File: config.mk
export PLATFORM = sky130hd
export DESIGN_NAME = quad_color_arbiter_flat
export DESIGN_NICKNAME = d
export VERILOG_FILES = /design/src/rtl/quad_color_arbiter_if.sv /design/src/rtl/quad_color_arbiter.sv /design/src/flat_wrapper.sv
export SDC_FILE = /design/constraint.sdc
export NUM_CORES = 1
export LEC_CHECK = 0
export BUFFER_PORTS_ARGS = -buffer_cell sky130_fd_sc_hd__buf_4
export CAP_MARGIN = 40
export CORE_ASPECT_RATIO = 1.75
export CORE_MARGIN = 2
export CORE_UTILIZATION = 42
export CTS_CLUSTER_SIZE = 14
export DETAILED_ROUTE_END_ITERATION = 6
export PLACE_DENSITY = 0.67
export RECOVER_POWER = 100
export SLEW_MARGIN = 20
export SYNTH_ARGS = -nofsm -noshare
export SYNTH_HDL_FRONTEND = slang
export SYNTH_SLANG_ARGS = --single-unit
File: constraint.sdc
create_clock -name clk -period 1.75 [get_ports clk]
set_input_delay 0.2625 -clock clk [delete_from_list [all_inputs] [get_ports clk]]
set_output_delay 0.2625 -clock clk [all_outputs]
set_load 0.01 [all_outputs]
File: src/rtl/quad_color_arbiter_if.sv
// Update-request bus between the quadrant color writers and the arbiter.
interface quad_color_arbiter_if;
  logic [3:0] req;
  logic [7:0] wdata0;
  logic [7:0] wdata1;
  logic [7:0] wdata2;
  logic [7:0] wdata3;
  logic [3:0] gnt;
  logic       busy;

  modport master (output req, wdata0, wdata1, wdata2, wdata3, input gnt, busy);
  modport slave  (input req, wdata0, wdata1, wdata2, wdata3, output gnt, busy);
endinterface

File: src/rtl/quad_color_arbiter.sv
// Four-quadrant VGA colorizer; color updates are arbitrated round-robin and
// committed only during vertical blanking so a visible frame never tears.
module quad_color_arbiter #(
  parameter logic [9:0] HC1    = 10'd317,
  parameter logic [9:0] VC1    = 10'd240,
  parameter logic [9:0] HC2    = 10'd635,
  parameter logic [9:0] VC2    = 10'd480,
  parameter logic [7:0] RST_C0 = 8'hE0,
  parameter logic [7:0] RST_C1 = 8'h1C,
  parameter logic [7:0] RST_C2 = 8'h03,
  parameter logic [7:0] RST_C3 = 8'hFF
) (
  input  logic                 clk,
  input  logic                 reset,
  input  logic [9:0]           hcnt,
  input  logic [9:0]           vcnt,
  quad_color_arbiter_if.slave  bus,
  output logic [1:0]           quadrant_sel,
  output logic [7:0]           color_out
);
  localparam logic [1:0] IDLE       = 2'd0;
  localparam logic [1:0] WAIT_BLANK = 2'd1;
  localparam logic [1:0] GRANT      = 2'd2;
  localparam logic [1:0] COMMIT     = 2'd3;

  localparam logic [3:0][7:0] RST_COL = {RST_C3, RST_C2, RST_C1, RST_C0};

  logic [1:0]      state, state_nxt;
  logic [1:0]      ptr, win, w;
  logic [3:0]      req;
  logic [3:0][7:0] wdata;
  logic [3:0][7:0] col;
  logic            blank, right, bottom;
  logic [1:0]      quad;

  assign req    = bus.req;
  assign wdata  = {bus.wdata3, bus.wdata2, bus.wdata1, bus.wdata0};
  assign blank  = (vcnt >= VC2);
  assign right  = (hcnt >= HC1);
  assign bottom = (vcnt >= VC1);
  assign quad   = {bottom, right};

  assign bus.gnt  = (state == GRANT) ? (4'b0001 << w) : 4'b0000;
  assign bus.busy = (state != IDLE);

  // Rotating priority: the lowest offset from ptr wins, so iterate high-to-low.
  always_comb begin
    win = ptr;
    for (int k = 3; k >= 0; k--)
      if (req[ptr + 2'(k)]) win = ptr + 2'(k);
  end

  always_comb begin
    state_nxt = state;
    case (state)
      IDLE:       if (req != 4'b0000) state_nxt = blank ? GRANT : WAIT_BLANK;
      WAIT_BLANK: if (req == 4'b0000) state_nxt = IDLE;
                  else if (blank)     state_nxt = GRANT;
      GRANT:      state_nxt = COMMIT;
      default:    state_nxt = IDLE;
    endcase
  end

  always_ff @(posedge clk or posedge reset) begin
    if (reset) begin
      state <= IDLE;
      ptr   <= 2'd0;
      w     <= 2'd0;
    end else begin
      state <= state_nxt;
      if (state != GRANT && state_nxt == GRANT) w <= win;
      if (state == COMMIT) ptr <= w + 2'd1;
    end
  end

  always_ff @(posedge clk or posedge reset) begin
    if (reset) begin
      col <= RST_COL;
    end else if (state == GRANT) begin
      col[w] <= wdata[w];
    end
  end

  // Pixel path: one register stage, reads colors as they stood before this edge.
  always_ff @(posedge clk or posedge reset) begin
    if (reset) begin
      quadrant_sel <= 2'd0;
      color_out    <= 8'h00;
    end else begin
      quadrant_sel <= quad;
      color_out    <= (blank || hcnt >= HC2) ? 8'h00 : col[quad];
    end
  end
endmodule

File: src/flat_wrapper.sv
// flat-port wrapper written by rule: the top's interface ports become plain ports
module quad_color_arbiter_flat 
#(
  parameter logic [9:0] HC1    = 10'd317,
  parameter logic [9:0] VC1    = 10'd240,
  parameter logic [9:0] HC2    = 10'd635,
  parameter logic [9:0] VC2    = 10'd480,
  parameter logic [7:0] RST_C0 = 8'hE0,
  parameter logic [7:0] RST_C1 = 8'h1C,
  parameter logic [7:0] RST_C2 = 8'h03,
  parameter logic [7:0] RST_C3 = 8'hFF
)
  (clk, reset, hcnt, vcnt, quadrant_sel, color_out, bus_req, bus_wdata0, bus_wdata1, bus_wdata2, bus_wdata3, bus_gnt, bus_busy);
  quad_color_arbiter_if bus_i ();
  input  logic clk;
  input  logic reset;
  input  logic [9:0] hcnt;
  input  logic [9:0] vcnt;
  output logic [1:0] quadrant_sel;
  output logic [7:0] color_out;
  input wire logic [$bits(bus_i.req)-1:0] bus_req;
  input wire logic [$bits(bus_i.wdata0)-1:0] bus_wdata0;
  input wire logic [$bits(bus_i.wdata1)-1:0] bus_wdata1;
  input wire logic [$bits(bus_i.wdata2)-1:0] bus_wdata2;
  input wire logic [$bits(bus_i.wdata3)-1:0] bus_wdata3;
  output wire logic [$bits(bus_i.gnt)-1:0] bus_gnt;
  output wire logic [$bits(bus_i.busy)-1:0] bus_busy;
  assign bus_i.req = bus_req;
  assign bus_i.wdata0 = bus_wdata0;
  assign bus_i.wdata1 = bus_wdata1;
  assign bus_i.wdata2 = bus_wdata2;
  assign bus_i.wdata3 = bus_wdata3;
  assign bus_gnt = bus_i.gnt;
  assign bus_busy = bus_i.busy;
  quad_color_arbiter #(.HC1(HC1), .VC1(VC1), .HC2(HC2), .VC2(VC2), .RST_C0(RST_C0), .RST_C1(RST_C1), .RST_C2(RST_C2), .RST_C3(RST_C3)) u_core (.clk(clk), .reset(reset), .hcnt(hcnt), .vcnt(vcnt), .bus(bus_i), .quadrant_sel(quadrant_sel), .color_out(color_out));
endmodule
# [Yosys cells after proc, flatten, opt, wreduce, memory -nomap -nowiden]
# Cells that the tools add are included.
[totals] ff_bits=48 in_bits=58 out_inout_bits=15 elab_cells=63
[op_classes] add_sub_neg=4 order_cmp=11 n_eq_ne=5 n_shift=1 muxes=26 reduce_logical=7
[op_table] cell="$bmux W8 S2" n=2
[op_table] cell="$bwmux W32" n=1
[op_table] cell="$mux W8" n=4
[op_table] cell="$ge A10 B9 Y1 const B" n=2
[op_table] cell="$lt A2 B3 Y1 const B" n=6
[op_table] cell="$demux W8 S2" n=1
[op_table] cell="$mux W2" n=8
[op_table] cell="$ge A10 B10 Y1 const B" n=1
[op_table] cell="$ge A10 B8 Y1 const B" n=1
[op_table] cell="$bmux W1 S2" n=4
[op_table] cell="$eq A2 B2 Y1 const B" n=3
[op_table] cell="$pmux W2 S3" n=1
[op_table] cell="$add A2 B1 Y2 const B" n=2
[op_table] cell="$add A2 B2 Y2 const B" n=2
[op_table] cell="$logic_not A4 Y1" n=1
[op_table] cell="$mux W1" n=4
[op_table] cell="$mux W4" n=1
[op_table] cell="$reduce_bool A4 Y1" n=1
[op_table] cell="$shl A1 B2 Y4 const A" n=1
[op_table] cell="$eq A2 B1 Y1 const B" n=1
[op_table] cell="$ge A2 B1 Y1 const B" n=1
[op_table] cell="$logic_and A1 B1 Y1" n=2
[op_table] cell="$logic_not A2 Y1" n=1
[op_table] cell="$ne A2 B2 Y1 const B" n=1
[op_table] cell="other kinds (2)" n=2

# [Logic depth before layout (Yosys ltp)]
# Gate-level depths: netlist of the first run.
[depth] word_depth=7 ltp_mapped=5 depth_no_buf=4

# [Worst setup path after synthesis of the first run]
# OpenSTA, ideal clock, no wires.
[synth_path] path_type="input port to flip-flop" start="in hcnt[1]" end="reg u_core.color_out[0]" setup_time_ns=0.119 arrival_ns=1.635 required_time_ns=1.631 setup_slack_ns=-0.004 path_stages=4 n_path_buf=0 path_cell_list="o211a_1 -> a211oi_4 -> mux4_1 -> and2_1"
[synth_via] elab_chain_cells=4 word_cells_on_any_way=6 classes_between="order compare (2); mux (3); reduce/logical (1)"
[synth_rtl] item="start: declaration" line_no="flat_wrapper.sv:17" source="input logic [9:0] hcnt;"
[synth_rtl] item="$ge A10 B9 Y1" line_no="quad_color_arbiter.sv:39" source="assign right = (hcnt >= HC1);"
[synth_rtl] item="$bmux W8 S2" line_no="quad_color_arbiter.sv:91" source="color_out <= (blank || hcnt >= HC2) ? 8'h00 : col[quad];"
[synth_rtl] item="$mux W8 (implied by the code)" line_no="quad_color_arbiter.sv:91"
[synth_rtl] item="$mux W8 (*)" line_no="quad_color_arbiter.sv:91"
[synth_rtl] item="end signal: assignment" line_no="quad_color_arbiter.sv:91"
[synth_rtl] item="end: declaration" line_no="quad_color_arbiter.sv:19" source="output logic [7:0] color_out"
# Every way passes the cells marked *; elsewhere a longest branch is shown, timed or not. The select of a mux whose other input is x is not followed.
# A chain may end at the register's enable or synchronous reset.

# [Final worst setup path of the first run]
[layout_path] start="reg u_core.w[0]" end="out bus_gnt[0]"
[layout_via] elab_chain_cells=2
[layout_rtl] item="start: declaration" line_no="quad_color_arbiter.sv:29" source="logic [1:0] ptr, win, w;"
[layout_rtl] item="start signal: assignment" line_no="quad_color_arbiter.sv:71" source="if (state != GRANT && state_nxt == GRANT) w <= win;"
[layout_rtl] item="$shl A1 B2 Y4" line_no="quad_color_arbiter.sv:43" source="assign bus.gnt = (state == GRANT) ? (4'b0001 << w) : 4'b0000;"
[layout_rtl] item="$mux W4" line_no="quad_color_arbiter.sv:43"
[layout_rtl] item="end: declaration" line_no="flat_wrapper.sv:26" source="output wire logic [$bits(bus_i.gnt)-1:0] bus_gnt;"
# Every way passes these cells.

==> results of run 1 <==
-- layer usage --
layer | share of wire | GRT usage | vias to the layer above
li1 | - | - | 805
met1 | 0.36 | 0.211 | 863
met2 | 0.59 | 0.343 | 44
met3 | 0.037 | 0.0286 | 7
met4 | 0.012 | 0.0621 | 0
met5 | 0 | 0 | -
-- cell usage after synthesis, types with 2 or more instances --
| cell | count | share of area |
|---|---|---|
| mux2_2 | 34 | 0.16 |
| dfrtp_1 | 32 | 0.33 |
| dfstp_2 | 16 | 0.18 |
| inv_1 | 13 | 0.020 |
| and2_1 | 8 | 0.021 |
| mux4_1 | 8 | 0.088 |
| mux4_2 | 8 | 0.075 |
| nand2_1 | 6 | 0.0094 |
| ha_1 | 4 | 0.021 |
| o22ai_1 | 4 | 0.010 |
| a21oi_1 | 3 | 0.0063 |
| a211oi_4 | 2 | 0.017 |
| and3_1 | 2 | 0.0052 |
| clkbuf_1 | 2 | 0.0031 |
| nor2_1 | 2 | 0.0031 |
| or2_2 | 2 | 0.0052 |
-- where the power goes --
part           internal (uW)  switching (uW)
Sequential              1740             276
Clock                    361             341
Combinational           1300             788
Total                   3410            1410
-- worst min path at each step --
stage	startpoint	end	slack (ns)
final	reset	u_core.col[14]	0.14
after global routing	reset	u_core.ptr[0]	0.21
after CTS	reset	u_core.col[4]	0.004
after detailed placement	reset	u_core.col[14]	0.33
after global placement	reset	u_core.color_out[6]	0.32
after floorplan	hcnt[9]	u_core.quadrant_sel[0]	0.38
-- area by class of cell --
| type | count | area (sq um) |
|---|---|---|
| Timing Repair Buffer | 97 | 742 |
| Inverter | 13 | 48.8 |
| Clock buffer | 8 | 100 |
| Sequential cell | 48 | 1220 |
| Fill cell | 485 | 2230 |
| Tap cell | 76 | 95.1 |
| Multi-Input combinational cell | 97 | 1100 |
-- through the flow --
step           cell area (sq um)  utilization  total power [uW]  instances
4_1_cts                     3310        0.598              4790        329
3_5_place_dp                3170        0.572              4000        317
3_3_place_gp                3170        0.572              3920        317
6_report                    3310        0.598              4810        339
2_1_floorplan               2400            -              3250        161
5_1_grt                     3310        0.598              5130        339
-- cells by family after synthesis --
group / share of synthesized area
muxes: 0.326
and+or+nand+nor: 0.0542
buffers and inverters: 0.0255
AOI/OAI and AO/OA: 0.0646
adders and majority gates: 0.0208
DFF: 0.509
-- timing repair --
action                     4_1_cts  5_1_grt
buffers inserted                 4       10
setup endpoints to repair        4        4
resized for setup                4        2
-- worst reg2reg max path: stages, from the launching register on --
cell and delay [ns]:
dfrtp_1 0.41, buf_4 0.14, buf_4 0.12, buf_4 0.13, mux4_2 0.47, mux2_2 0.29
-- registers in the layout (all words and copies together) (netlist names) --
signal and cells:
u_core.col 32, u_core.color_out 8, u_core.ptr 2, u_core.quadrant_sel 2, u_core.state 2, u_core.w 2
==> run summary, run 1 <==
violation count after the first detailed-route iteration -> 41
clock tree from TritonCTS -> built
proportion of synthesized flip-flops having asynchronous set or reset -> 1.00
unrepaired setup endpoints after global routing -> true
floorplan die width -> 61.2 microns
starting density of the core -> 0.433
total power per unit cell area -> 1450 nW/um^2
static leakage -> 0.00154 uW
number of pins with negative max-slew slack in the final report -> 0
clock latency on the worst-skew pair -> 0.29 ns
CP Data Arrival Time -> 1.42 ns
Critical Path Max Stage Delay -> 0.40 ns
Hold Violations, Final -> 0
Worst Path Max Fanout -> 7
overflow left after global routing -> 0
post-synthesis area per instance -> 14.9 sq um
Worst Max-Slew Pin Slew -> 0.854 ns
Clock Skew -> 0.00484 ns
count of unique library cells instantiated by Yosys -> 31
Most common cell on crit path -> inv_1
total track usage -> 0.189
synthesis-stage register bit count -> 48
via count normalized by instance count -> 5.07
worst path required time -> 1.49 ns
count of nets after finishing -> 324
H-tree levels -> 2
Reg2Reg Depth -> 5
cell family contributing the most delay on the critical path -> buffers and inverters
number of max-cap violations -> 0
number of antenna violations at the first check in global routing -> 0
worst hold margin -> 0.144 ns
global-route wire length before repair -> 8880 microns
portion of the clock cycle consumed by the worst path in the final layout -> 0.963
kind of start point of the critical path -> register
worst max-slew margin expressed relative to the limit -> 0.430
num ports -> 73
Die Height -> 104 microns
destination of the worst register-to-register timing path -> u_core.col[9]
minimum setup slack in the final design -> 0.0640 ns
Netlist Area Pre-Place -> 2400 sq um
standard-cell rows -> 36
total nets after synthesis -> 223
final weighted congestion of routability-driven global placement -> 0.758
critical path, cell by cell -> buf_12, inv_1, ha_1, nand2_1, buf_6, inv_1, buf_4
remaining number of nets flagged by the antenna check after routing -> 0
outcome -> complete, no violations
Final HPWL DP -> 4110 microns
clk slew on worst S/H paths -> 0.08 ns
most common cell after layout, fill and taps aside -> buf_4
post-synthesis sequential area ratio -> 0.509
startpoint of the worst setup timing path -> u_core.w[0]
number of design rule violations left after detail routing -> 0
total wire length -> 5480 microns
placement-stage worst setup slack -> -0.125 ns
maximum clock path buffer count -> 2
count of input and output buffers -> 68
R2R setup slack -> 0.08 ns
most used cells in the layout excluding fill and tap cells -> 78 x buf_4, 34 x mux2_2, 31 x dfrtp_1, 16 x dfstp_2, 13 x inv_1
top flip-flop cell by instance count after synthesis -> dfrtp_1
DIE AREA -> 6360 sq um
number of cells produced by synthesis -> 161
Crit-path slowest cell -> dfrtp_1
EDFF count, synth -> 0
aggregate negative setup slack -> 0 ns
Max rail drop VDD -> 0.000749 V
TritonCTS Buffers -> 5
fraction of final layout cells with drive strength greater than 1 -> 0.597
iteration count of the initial detailed-routing pass -> 4
achievable clock frequency -> 593 MHz
average routed wire per standard cell -> 16.2 microns
total number of clock tree sinks -> 48
final-report setup violation count -> 0
number of buffers and inverters on the critical path -> 5
quantity of hold-fixing buffers added after cts -> 0
Crit. path cell count -> 7
kind of end point of the critical path -> output port
class of the tightest hold or removal check -> in2async
Worst Path Class, Setup -> reg2out
Core Area -> 5540 sq um
number of antenna repair diodes -> 0
final critical path time including I/O delays and setup -> 1.69 ns
startpoint of the worst-slack reg-to-reg timing path -> u_core.w[0]
via count of the first global-routing pass -> 1857
destination of the critical timing path -> bus_gnt[0]
Synthesis Warnings -> 0
clock tree root driver cell -> clkbuf_8
vias after detailed routing -> 1719
maximum number of pins on one net before global-route repair -> 27
area overhead of the layout relative to synthesis -> 37.9%
Power figures use the tool's default switching activity.
==> run 2, diff against run 1 <==
--- a/config.mk
+++ b/config.mk
@@ -13,7 +13,6 @@
 export CTS_CLUSTER_SIZE = 14
 export DETAILED_ROUTE_END_ITERATION = 6
 export PLACE_DENSITY = 0.67
-export RECOVER_POWER = 100
 export SLEW_MARGIN = 20
 export SYNTH_ARGS = -nofsm -noshare
 export SYNTH_HDL_FRONTEND = slang
==> run 2 against run 1 <==
Net effect:
- the run now ends with hold timing left
- routed wire length down 0.86%
- die area unchanged
- cell area up 2.5%
- largest power group unchanged
- clock skew about the same
- via count down 0.17%
- cell count unchanged
- largest cell class unchanged
- clock power about the same
- register-to-register slack about the same
- maximum frequency about the same
- power up 0.91%
- non-clock buffer count unchanged
- count of clock-buffer cells in the layout unchanged
==> run summary, run 2 (synthesized netlist as in run 1, its figures left out) <==
unrepaired setup endpoints after global routing -> true
sw power -> 1410 uW (+0.29%)
total number of clock tree sinks -> 48 (unchanged)
total wire length -> 5430 microns (-0.86%)
Most flops, register -> u_core.col
Hold Violations, Final -> 3 (+3)
R2R setup slack -> 0.08 ns (about the same)
clock network fraction of design power -> 0.144 (-0.002)
max FFs per register -> 32 (unchanged)
Clock Skew -> 0.00496 ns (+0.000121 ns)
class of the tightest hold or removal check -> in2async
Worst Path Max Fanout -> 7 (unchanged)
final-report setup violation count -> 0 (unchanged)
Core Area -> 5540 sq um (unchanged)
vias after detailed routing -> 1716 (-0.17%)
number of antenna violations at the first check in global routing -> 0 (unchanged)
static leakage -> 0.00159 uW (+3.3%)
clock tree from TritonCTS -> built
DIE AREA -> 6360 sq um (unchanged)
internal power -> 3450 uW (+1.2%)
number of design rule violations left after detail routing -> 0 (unchanged)
switching power as a share of total power -> 0.290 (-0.00179)
global-route wire length before repair -> 8880 microns (unchanged)
via count normalized by instance count -> 5.06 (-0.17%)
quantity of hold-fixing buffers added after cts -> 0 (unchanged)
fraction of final layout cells with drive strength greater than 1 -> 0.650 (+0.0532)
Reg2Reg Depth -> 5 (unchanged)
overflow left after global routing -> 0 (unchanged)
count of nets after finishing -> 324 (unchanged)
clock tree root driver cell -> clkbuf_8
outcome -> finished, violations left
starting density of the core -> 0.433 (unchanged)
Worst Path Class, Setup -> reg2out
worst path required time -> 1.49 ns (about the same)
destination of the worst register-to-register timing path -> u_core.col[9]
kind of start point of the critical path -> register
total power per unit cell area -> 1430 nW/um^2 (-1.5%)
violations in the final reports -> hold timing
number of antenna repair diodes -> 0 (unchanged)
kind of end point of the critical path -> output port
area overhead of the layout relative to synthesis -> 41.3%
clk slew on worst S/H paths -> 0.08 ns (about the same)
remaining number of nets flagged by the antenna check after routing -> 0 (unchanged)
iteration count of the initial detailed-routing pass -> 4 (unchanged)
floorplan die width -> 61.2 microns (unchanged)
Combinational Power Share -> 0.440 (+0.005)
final weighted congestion of routability-driven global placement -> 0.758 (unchanged)
most common cell after layout, fill and taps aside -> buf_4
Crit-path slowest cell -> dfrtp_1
H-tree levels -> 2 (unchanged)
clock latency on the worst-skew pair -> 0.29 ns (about the same)
CP Data Arrival Time -> 1.42 ns (about the same)
total power consumption of the routed design -> 4860 uW (+0.91%)
largest registers -> u_core.col x32, u_core.color_out x8
number of max-cap violations -> 0 (unchanged)
num ports -> 73 (unchanged)
Die Height -> 104 microns (unchanged)
most used cells in the layout excluding fill and tap cells -> 90 x buf_4, 34 x mux2_2, 31 x dfrtp_1, 16 x dfstp_2, 12 x inv_1
standard cell area after detailed placement -> 3170 sq um (unchanged)
Worst Max-Slew Pin Slew -> 0.509 ns (-0.345 ns)
average routed wire per standard cell -> 16.0 microns (-0.86%)
via count of the first global-routing pass -> 1857 (unchanged)
maximum number of pins on one net before global-route repair -> 27 (unchanged)
Most common cell on crit path -> inv_1
count of input and output buffers -> 68 (unchanged)
Final HPWL DP -> 4110 microns (unchanged)
number of pins with negative max-slew slack in the final report -> 0 (unchanged)
TritonCTS Buffers -> 5 (unchanged)
fraction of power consumed by sequential logic -> 0.416 (-0.004)
standard-cell rows -> 36 (unchanged)
maximum clock path buffer count -> 2 (unchanged)
startpoint of the worst-slack reg-to-reg timing path -> u_core.w[0]
critical path, cell by cell -> buf_12, inv_1, ha_1, nand2_1, buf_6, inv_1, buf_4
violation count after the first detailed-route iteration -> 40 (-2.4%)
worst hold margin -> -0.00131 ns (-0.145 ns)
final critical path time including I/O delays and setup -> 1.69 ns (-0.000574 ns)
worst max-slew margin expressed relative to the limit -> 0.660 (+0.230)
portion of the clock cycle consumed by the worst path in the final layout -> 0.963 (about the same)
final instance area -> 3390 sq um (+2.5%)
Max rail drop VDD -> 0.000749 V (about the same)
achievable clock frequency -> 593 MHz (about the same)
Critical Path Max Stage Delay -> 0.40 ns (about the same)
total track usage -> 0.189 (unchanged)
-- run 2: changes by cell type in the layout (fill, tap and decap cells not counted) --
cell,delta
clkbuf_4,-1
inv_1,-1
inv_2,+1
a211oi_1,-2
clkbuf_1,-11
buf_12,+1
clkbuf_2,-1
buf_4,+12
a211oi_4,+2
-- run 2: timing repair --
action,CTS,global route
setup buffers,4,10
hold endpoints to repair,0,0
resized for setup,4,2
setup endpoints to repair,4,4
pin swaps,0,0
-- run 2: final cells by class --
cell class,instances,area [sq um]
clock buffer,8,100
sequential,48,1220
tap,76,95.1
inverter,13,48.8
multi-input combinational,97,1130
timing repair buffer,97,798
fill,463,2150
-- run 2: worst max path at each step --
stage	start	to	slack (ns)	cells past startpoint
floorplan	vcnt[5]	u_core.color_out[2]	0.008	4
global placement	vcnt[5]	u_core.color_out[3]	-0.11	6
detailed placement	vcnt[5]	u_core.color_out[3]	-0.12	6
CTS	u_core.w[0]	bus_gnt[0]	0.005	7
global route	u_core.w[0]	bus_gnt[0]	-0.02	7
finish	u_core.w[0]	bus_gnt[0]	0.06	7
-- run 2: power by group through the flow --
stage | Clock (uW) | Sequential (uW) | Combinational [uW]
floorplan | 0 | 1940 | 1300
global placement | 0 | 2000 | 1920
detailed placement | 0 | 2030 | 1970
CTS | 727 | 2010 | 2050
global route | 769 | 2080 | 2330
finish | 702 | 2020 | 2140
-- run 2: critical path: cells and delay by family (launching register included) --
| kind | cells | cell delay (ns) |
|---|---|---|
| buffers and inverters | 5 | 0.48 |
| AND/OR/NAND/NOR | 1 | 0.07 |
| adder cells (fa/ha/maj) | 1 | 0.18 |
| flip-flops | 1 | 0.40 |
-- run 2: layer usage --
layer	GRT usage	wire [microns]
met3	0.0286	192
met2	0.343	3230
met5	0	0
met4	0.0621	68
met1	0.211	1940
-- run 2: through the flow --
stage / cells / setup slack, ns / hold slack, ns / util / TNS, ns
2_1_floorplan: 161 / 0.00798 / 0.381 / - / 0
3_3_place_gp: 317 / -0.114 / 0.324 / 0.572 / -0.748
3_5_place_dp: 317 / -0.125 / 0.326 / 0.572 / -0.860
4_1_cts: 329 / 0.00477 / 0.00443 / 0.598 / 0
5_1_grt: 339 / -0.0179 / 0.0275 / 0.612 / -0.0339
6_report: 339 / 0.0645 / -0.00131 / 0.612 / 0
==> run 3, diff against run 2 <==
--- a/config.mk
+++ b/config.mk
@@ -12,7 +12,7 @@
 export CORE_UTILIZATION = 42
 export CTS_CLUSTER_SIZE = 14
 export DETAILED_ROUTE_END_ITERATION = 6
-export PLACE_DENSITY = 0.67
+export PLACE_DENSITY = 0.7
 export SLEW_MARGIN = 20
 export SYNTH_ARGS = -nofsm -noshare
 export SYNTH_HDL_FRONTEND = slang
==> run 3 against run 2 <==
Net effect:
- the run now ends clean
- worst hold slack better by 0.10 ns
- maximum frequency fell by 0.26%
- critical path depth decreased by 1
- sequential power hardly changed
- core utilization is 0.93 points higher
- via count is 2.2% higher
- combinational power hardly changed
- largest power group unchanged
==> run summary, run 3 (synthesized netlist as in run 1, its figures left out) <==
outcome -> complete, no violations
Final HPWL DP -> 3940 microns (-4.2%)
number of pins with negative max-slew slack in the final report -> 0 (unchanged)
fill cell count -> 452 (-2.4%)
standard-cell rows -> 36 (unchanged)
total power per unit cell area -> 1460 nW/um^2 (+1.7%)
most common cell after layout, fill and taps aside -> buf_4
total power consumption of the routed design -> 5010 uW (+3.2%)
Crit-path slowest cell -> dfrtp_1
clock latency on the worst-skew pair -> 0.30 ns (about the same)
largest registers -> u_core.col x32, u_core.color_out x8
vias after detailed routing -> 1754 (+2.2%)
remaining number of nets flagged by the antenna check after routing -> 0 (unchanged)
final critical path time including I/O delays and setup -> 1.69 ns (+0.00445 ns)
Die Height -> 104 microns (unchanged)
count of input and output buffers -> 68 (unchanged)
num ports -> 73 (unchanged)
final weighted congestion of routability-driven global placement -> 0.736 (-2.9%)
clk slew on worst S/H paths -> 0.09 ns (about the same)
via count of the first global-routing pass -> 1828 (-1.6%)
most used cells in the layout excluding fill and tap cells -> 97 x buf_4, 34 x mux2_2, 31 x dfrtp_1, 16 x dfstp_2, 12 x inv_1
total track usage -> 0.185 (-0.00333)
Max rail drop VDD -> 0.000721 V (-3.7%)
number of antenna violations at the first check in global routing -> 0 (unchanged)
global-route wire length before repair -> 8800 microns (-0.86%)
TritonCTS Buffers -> 5 (unchanged)
Reg2Reg Depth -> 4 (-1)
standard cell area after detailed placement -> 3160 sq um (-0.39%)
floorplan die width -> 61.2 microns (unchanged)
final-report setup violation count -> 0 (unchanged)
class of the tightest hold or removal check -> in2async
fraction of final layout cells with drive strength greater than 1 -> 0.665 (+0.0152)
Most flops, register -> u_core.col
Worst Max-Slew Pin Slew -> 0.585 ns (+0.0765 ns)
kind of start point of the critical path -> register
worst max-slew margin expressed relative to the limit -> 0.610 (-0.0505)
static leakage -> 0.00162 uW (+1.5%)
iteration count of the initial detailed-routing pass -> 4 (unchanged)
post-route non-filler standard cell count -> 345 (+1.8%)
starting density of the core -> 0.433 (unchanged)
Critical Path Max Stage Delay -> 0.44 ns (+0.04 ns)
area overhead of the layout relative to synthesis -> 43.5%
kind of end point of the critical path -> output port
R2R setup slack -> 0.12 ns (+0.04 ns)
startpoint of the worst-slack reg-to-reg timing path -> u_core.w[0]
max FFs per register -> 32 (unchanged)
Worst Path Max Fanout -> 4 (-3)
clock tree root driver cell -> clkbuf_8
Most common cell on crit path -> buf_6
count of nets after finishing -> 330 (+1.9%)
via count normalized by instance count -> 5.08 (+0.44%)
cell total after placement -> 322 (+1.6%)
H-tree levels -> 2 (unchanged)
Core Area -> 5540 sq um (unchanged)
achievable clock frequency -> 592 MHz (-0.26%)
critical path, cell by cell -> buf_6, ha_2, nand2_1, buf_6, inv_1, buf_4
Clock Skew -> 0.00973 ns (+0.00477 ns)
number of max-cap violations -> 0 (unchanged)
destination of the worst register-to-register timing path -> u_core.col[1]
total wire length -> 5300 microns (-2.4%)
quantity of hold-fixing buffers added after cts -> 0 (unchanged)
number of antenna repair diodes -> 0 (unchanged)
overflow left after global routing -> 0 (unchanged)
maximum clock path buffer count -> 2 (unchanged)
clock tree from TritonCTS -> built
portion of the clock cycle consumed by the worst path in the final layout -> 0.966 (+0.00254)
final instance area -> 3440 sq um (+1.5%)
DIE AREA -> 6360 sq um (unchanged)
average routed wire per standard cell -> 15.4 microns (-4.1%)
Worst Path Class, Setup -> reg2out
maximum number of pins on one net before global-route repair -> 49 (+81%)
total number of clock tree sinks -> 48 (unchanged)
worst path required time -> 1.49 ns (about the same)
violation count after the first detailed-route iteration -> 52 (+30%)
Hold Violations, Final -> 0 (-3)
number of design rule violations left after detail routing -> 0 (unchanged)
CP Data Arrival Time -> 1.43 ns (about the same)
## run 3: changes by cell type in the layout (fill, tap and decap cells not counted)
cell | before | now
bufinv_16 | 0 | 1
clkbuf_8 | 7 | 6
clkinv_4 | 0 | 1
inv_2 | 1 | 0
ha_2 | 0 | 1
buf_6 | 2 | 4
clkinv_1 | 0 | 1
ha_1 | 4 | 2
clkbuf_1 | 1 | 0
ha_4 | 0 | 1
buf_12 | 5 | 2
buf_4 | 90 | 97
## run 3: area by class of cell
cell class,count,area [sq um],area share
clock buffers,6,82.6,0.0240
clock inverters,2,38.8,0.0113
inverters,13,48.8,0.0142
multi-input cells,97,1140,0.332
flip-flops and latches,48,1220,0.355
well taps,76,95.1,0.0276
repair buffers,103,813,0.236
## run 3: through the flow
stage,utilization,hold slack (ns),worst slack (ns),setup TNS (ns)
after detailed placement,0.570,0.457,-0.122,-0.777
after floorplan,-,0.381,0.00798,0
after global placement,0.570,0.453,-0.108,-0.700
after global routing,0.622,0.144,-0.0100,-0.0100
final,0.622,0.100,0.0601,0
after CTS,0.602,0.125,0.0172,0
## run 3: critical path: cells and delay by family, from the launching register on
family	cells	cell delay, ns
and+or+nand+nor	1	0.08
buffers and inverters	4	0.45
DFF	1	0.44
adders and majority gates	1	0.17
## run 3: power by group
part           internal (uW)  total (uW)  switching, uW
combinational           1360        2170            812
sequential              1740        2010            263
clock                    467         839            371
total                   3570        5010           1450
## run 3: worst max path at each step
stage | from | end | slack, ns | cells past startpoint
6_report | u_core.w[0] | bus_gnt[1] | 0.06 | 6
5_1_grt | u_core.w[0] | bus_gnt[2] | -0.01 | 6
4_1_cts | u_core.w[0] | bus_gnt[2] | 0.02 | 6
3_5_place_dp | vcnt[5] | u_core.color_out[4] | -0.12 | 6
3_3_place_gp | hcnt[1] | u_core.color_out[0] | -0.11 | 6
2_1_floorplan | vcnt[5] | u_core.color_out[2] | 0.008 | 4
## run 3: what timing repair did
item,4_1_cts,5_1_grt
setup buffers,4,11
gates resized for setup,8,3
endpoints found under the setup margin,4,4
## run 3: metal layers
layer  track usage  share of wire  wire length [microns]  vias up
li1              -              -                      -      811
met1         0.226           0.38                   2030      892
met2         0.315           0.56                   2950       43
met3        0.0299          0.031                    163        8
met4        0.0699          0.028                    148        0
met5             0              0                      0        -
